$ cat src/rtl/alu_acc_ctrl.sv
// Accumulator front-end for the 6-bit ALU: one command in, one result out; load = 1 cycle to result, ALU op = 2.
// Backpressure: result held stable in RESP until out_ready; no command accepted until then.
module alu_acc_ctrl #(
  parameter int WIDTH = 6,
  parameter int CNT_W = 8
) (
  input  logic             clk,
  input  logic             rst_n,
  input  logic             cmd_valid,
  output logic             cmd_ready,
  input  logic             cmd_load,
  input  logic [2:0]       cmd_op,
  input  logic [WIDTH-1:0] cmd_operand,
  output logic [WIDTH-1:0] alu_a,
  output logic [WIDTH-1:0] alu_b,
  output logic [2:0]       alu_op,
  input  logic [WIDTH-1:0] alu_res,
  input  logic             alu_err,
  output logic             out_valid,
  input  logic             out_ready,
  output logic [WIDTH-1:0] out_data,
  output logic             out_err,
  output logic             sticky_err,
  input  logic             clr_err,
  output logic [CNT_W-1:0] op_count
);

  typedef enum logic [1:0] {IDLE, EXEC, RESP} state_t;

  state_t           state, state_nxt;
  logic [WIDTH-1:0] acc, operand_q;
  logic [2:0]       op_q;
  logic             err_q;
  logic             cmd_fire, out_fire;

  always_ff @(posedge clk or negedge rst_n) begin
    if (!rst_n) state <= IDLE;
    else        state <= state_nxt;
  end

  always_comb begin
    state_nxt = state;
    cmd_ready = 1'b0;
    out_valid = 1'b0;
    cmd_fire  = 1'b0;
    out_fire  = 1'b0;
    case (state)
      IDLE: begin
        cmd_ready = 1'b1;
        if (cmd_valid) begin
          cmd_fire  = 1'b1;
          state_nxt = cmd_load ? RESP : EXEC;
        end
      end
      EXEC: state_nxt = RESP;
      RESP: begin
        out_valid = 1'b1;
        if (out_ready) begin
          out_fire  = 1'b1;
          state_nxt = IDLE;
        end
      end
      default: state_nxt = IDLE;
    endcase
  end

  // The wrapped ALU result is kept even on overflow; err_q only reports it.
  always_ff @(posedge clk or negedge rst_n) begin
    if (!rst_n) begin
      acc       <= '0;
      op_q      <= '0;
      operand_q <= '0;
      err_q     <= 1'b0;
    end else if (cmd_fire) begin
      op_q      <= cmd_op;
      operand_q <= cmd_operand;
      if (cmd_load) begin
        acc   <= cmd_operand;
        err_q <= 1'b0;
      end
    end else if (state == EXEC) begin
      acc   <= alu_res;
      err_q <= alu_err;
    end
  end

  // A new overflow in the same cycle as clr_err must not be lost.
  always_ff @(posedge clk or negedge rst_n) begin
    if (!rst_n)                        sticky_err <= 1'b0;
    else if (state == EXEC && alu_err) sticky_err <= 1'b1;
    else if (clr_err)                  sticky_err <= 1'b0;
  end

  always_ff @(posedge clk or negedge rst_n) begin
    if (!rst_n)                          op_count <= '0;
    else if (out_fire && op_count != '1) op_count <= op_count + 1'b1;
  end

  assign alu_a    = acc;
  assign alu_b    = operand_q;
  assign alu_op   = op_q;
  assign out_data = acc;
  assign out_err  = err_q;

endmodule

$ cat config.mk
export PLATFORM = sky130hd
export DESIGN_NAME = alu_acc_ctrl
export DESIGN_NICKNAME = d
export VERILOG_FILES = /design/src/rtl/alu_acc_ctrl.sv
export SDC_FILE = /design/constraint.sdc
export NUM_CORES = 1
export LEC_CHECK = 0
export CAP_MARGIN = 20
export CORE_MARGIN = 10
export CORE_UTILIZATION = 37
export DETAILED_ROUTE_END_ITERATION = 16
export HOLD_SLACK_MARGIN = 0.05
export PLACE_DENSITY = 0.8
export SLEW_MARGIN = 20
export SYNTH_ARGS = -nofsm -noshare
export SYNTH_HDL_FRONTEND = slang
export SYNTH_SLANG_ARGS = --single-unit
$ cat constraint.sdc
create_clock -name clk -period 1.75 [get_ports clk]
set_clock_uncertainty 0.1 [all_clocks]
set_input_delay 0.2625 -clock clk [delete_from_list [all_inputs] [get_ports clk]]
set_output_delay 0.2625 -clock clk [all_outputs]
set_load 0.05 [all_outputs]
### After elaboration in Yosys (flattened, before gate mapping)

Index checks and enable logic that the tools add are counted.

* flip-flop bits (word level): 27
* bits of input ports: 22
* ROM bits: 0
* bits in writable memories: 0
* bits in latches: 0
* output and inout port bits: 33
* memories: 0

* add/sub/neg operators: 1
* multiply operators: 0
* equal/unequal tests: 6
* order comparisons: 0
* bitwise operators: 0
* shift-type cells: 0
* div/mod/pow operators: 0
* multiplexer cells: 18
* reduce and logical (&&, ||, !) cells: 7

Operators with widths (number)
* 2-to-1 mux 6 bit: 3
* 2-to-1 mux 1 bit: 11
* adder 8 x 1 -> 8 bit, second input constant: 1
* != test 8 bit, second input constant: 1
* 2-to-1 mux 2 bit: 3
* != test 2 bit, second input constant: 3
* one-hot mux 2 bit (3 select lines): 1
* AND reduction 2 bit: 2
* nonzero test 2 bit: 2
* equality test 2 x 1 -> 1 bit, second input constant: 1
* equality test 2 bit, second input constant: 1
* logical AND 1 bit: 2
* logical NOT 2 bit: 1

### Depth between registers and ports, before layout

* depth in word-level cells: 4
* mapped depth: 4
* mapped depth without buffers: 4

### Least setup slack after synthesis

Ideal clock, no wire load.

* kind: register -> register
* start: register op_count[0]
* end: register op_count[1]
* slack: -213 ps
* cell stages (with the launch flop): 5
* data required time: 1525 ps
* buffers on the path: 0
* clock period less this slack: 1963 ps
* data arrival time: 1739 ps
* path through: dfrtp_1 > ha_1 > nand4_1 > o21ai_0 > mux2_2

* word-level cells in the longest chain between the ends: 2

RTL lines
* from (decl): line 25 `output logic [CNT_W-1:0] op_count`
* from (signal assigned): line 96 `else if (out_fire && op_count != '1) op_count <= op_count + 1'b1;`
* parallel branches: the longest is 2 deep, another holds adder 8 x 1 -> 8 bit

Parallel ways; which one is timed is not known.
A chain may end at the register's enable or synchronous reset.

### Worst setup path in the final report

* start: register state[1]
* end: output port cmd_ready

* word-level cells in the longest chain between the ends: 2

RTL lines
* from (decl): line 30 `state_t state, state_nxt;`
* from (signal assigned): line 38 `else state <= state_nxt;`
* logical NOT 2 bit: line 47 `case (state)`
* 2-to-1 mux 1 bit: line 47
* to (decl): line 10 `output logic cmd_ready,`

Every way passes these cells.

==> flow_summary.toml <==
[worst_setup_path]
rrSetupSlack_ns = 0.09
worstRegToRegCells = 4
cp.arrival_ns = 1.30
critPathKind = "reg -> out"
crit_required_ns = 1.39
worst-path-buf-inv = 2
slowest_stage = "dfrtp_2"
critical_path.top_delay_family = "flip-flops"
slowest_delay_ns = 0.47
rr_endpoint = "alu_a[4]"
cp-end-kind = "output pin"
cp_cell_sequence = "buf_4, nor2_1, buf_12"
start_kind = "register"
reg2reg_from = "state[1]"
crit_fanout = 6

[pwr]
power.switching_mw = 1.593
p_sw_frac = 0.5059
sequentialPowerShare = 0.316
p_leak_nw = 0.8111
internal-power_mw = 1.556
share_comb_of_total_power = 0.599
p_per_area_nw_per_um2 = 1704
p_total_mw = 3.149
peakVddDrop_mv = 1.162
pwr-share-clk = 0.084

[logic_synthesis]
synth_area_leaders = "dfrtp_1 53%, mux2_2 21%, buf_4 3.5%"
avgSynthCellArea_um2 = 12.49
synthFlopType = "dfrtp_1"
yosysTopAreaCellShare = 0.5305
synth_area_leader_cell = "dfrtp_1"
ys_seq_elements = 27
syn_nets = 125
synth_most_common_cell = "dfrtp_1"
synth_area_um2 = 1274
syn_inst = 102
yosys_warnings = 0
synth_cell_types = 27
synth_commonest_cells = "27 x dfrtp_1, 24 x mux2_2, 7 x nand2_1"
synth_seq_area_share = 0.5305
synth_edf_count = 0
ys_async_sr_fraction = 1.000

[cts]
cts_tree = "yes"
root_buffer = "clkbuf_4"
clk_pin_slew_ns = 0.14
numClockSinks = 27
insertion_delay_ns = 0.32
clk_path_buf_depth = 2
cts_htree_levels = 1
numCtsBuffers = 3

[final_layout]
final_core_util = 0.5538
final_cells = 205
synthToLayoutAreaGrowth_pct = 45.09
multi_input_area_um2 = 521.8
fillers = 294
drive_above_1_share = 0.4780
antenna_cells = 0
seqCellArea_um2 = 681.9
nets = 183

[sta]
fin_crit_sh = 0.9488
worstMarginPinSlew_ns = 0.3379
drv_slew = 0
fin_crit_ns = 1.660
setup_violations = 0
relSlewSlack = 0.7747
max_freq_ghz = 0.6023
final_hold_viol_count = 0
finalSetupTns_ns = 0
whs_ns = 0.1845
rsz0062_at_grt = "no"

[grt]
antenna_found_initial = 0
grt_pass1_vias = 1136
grtUsageTotal = 0.1018
grt_max_degree = 28
grt_pass1_wl_um = 5133
gr-total-overflow = 0

[place]
portBuffers = 54
hpwl_um = 2560
gp_congestion = 0.7766
placedCellCount = 201

[run_status]
status = "complete, no violations"

[job]
max_cap_violations = 0

[route]
drt-total-wl_um = 3089
avgRoutedWirePerCell_um = 15.07
drtIter0Drc = 39
drt-pass1-iter-count = 3
vias = 997
viasPerCell = 4.863
ant_nets = 0
drc_errors = 0

[floorplan]
ios = 55
start_util = 0.3817
die_x_um = 78.67
num_rows = 21
die-area_um2 = 6189
core_area_um2 = 3337
dieHeight_um = 78.67

[min_path]
hp-class = "in -> async"
kinds of logic (layout without fill, tap and decap cells):
| logic type | Yosys count | after routing | share of synthesized area |
|---|---|---|---|
| DFF | 27 | 27 | 0.5305 |
| muxes | 26 | 26 | 0.2289 |
| and+or+nand+nor | 24 | 24 | 0.1032 |
| AOI/OAI and AO/OA | 12 | 12 | 0.05895 |
| buffers and inverters | 11 | 68 | 0.06188 |
| adders and majority gates | 1 | 1 | 0.009822 |
| xor gates and xnor gates | 1 | 1 | 0.006877 |
worst reg2reg max path: stages, from the launching register on:
cell     delay (ns)
dfrtp_2        0.47
nor3b_4        0.24
buf_12         0.16
mux2_2         0.33
mux2_2         0.26
per-stage QoR:
stage	area, um2	setup slack (ns)
3_5_place_dp	1817	-0.2081
3_3_place_gp	1817	-0.1720
4_1_cts	1847	0.02083
5_1_grt	1848	0.009639
6_report	1848	0.08965
2_1_floorplan	1279	0.01769
layout by cell type (no fill, tap or decap):
cell type,n
a21o_1,1
a21oi_1,3
a31oi_1,1
a41oi_1,1
and3b_1,1
buf_12,3
buf_4,37
clkbuf_4,3
clkdlybuf4s50_1,21
clkinv_2,1
dfrtp_1,22
dfrtp_2,5
ha_1,1
inv_1,3
mux2_1,1
mux2_2,24
mux2i_1,1
nand2_1,7
nand3_1,2
nand3b_1,1
nand4_1,1
nor2_1,5
nor2_2,1
nor2b_1,1
nor2b_2,1
nor3_1,2
nor3b_4,1
nor4_1,1
o2111a_1,1
o21ai_0,3
o21ai_1,1
o22ai_1,1
xnor2_1,1
power by group through the flow:
| stage | combinational (mW) | sequential (mW) | clock, mW |
|---|---|---|---|
| 6_report | 1.89 | 0.997 | 0.265 |
| 5_1_grt | 1.98 | 1.03 | 0.302 |
| 4_1_cts | 1.92 | 0.999 | 0.284 |
| 3_5_place_dp | 1.91 | 1.01 | 0 |
| 3_3_place_gp | 1.89 | 0.995 | 0 |
| 2_1_floorplan | 0.693 | 1.64 | 0 |
sequential cells by signal, indices dropped and copies added (netlist names):
signal      count
op_count        8
out_err         1
alu_a           6
state           2
sticky_err      1
alu_b           6
alu_op          3
worst max-delay path by stage:
stage	to	startpoint	cells past startpoint
floorplan	op_count[7]	op_count[4]	3
global placement	alu_a[5]	cmd_valid	5
detailed placement	alu_a[4]	cmd_valid	5
CTS	out_valid	state[1]	3
global route	out_valid	state[1]	3
finish	cmd_ready	state[1]	3
layer usage:
metal  wire, um  global-route usage  vias up
met3        321             0.05239        4
met2       1542              0.1743       36
met5          0                   0        -
li1           -                   -      476
met1       1187              0.1013      481
met4         38             0.04480        0
cell type report:
class | instances | share of cell area
Clock buffer | 3 | 0.01219
Sequential cell | 27 | 0.3690
Clock inverter | 1 | 0.002708
Timing Repair Buffer | 61 | 0.2965
Multi-Input combinational cell | 64 | 0.2823
Inverter | 3 | 0.006093
Tap cell | 46 | 0.03114
timing repair:
action | in CTS | in global routing
hold buffers | 0 | 0
endpoints found under the setup margin | 1 | 1
gates cloned | 0 | 0
resized for setup | 1 | 1
endpoints found under the hold margin | 0 | 0
setup buffers | 0 | 0
Power figures use the tool's default switching activity.
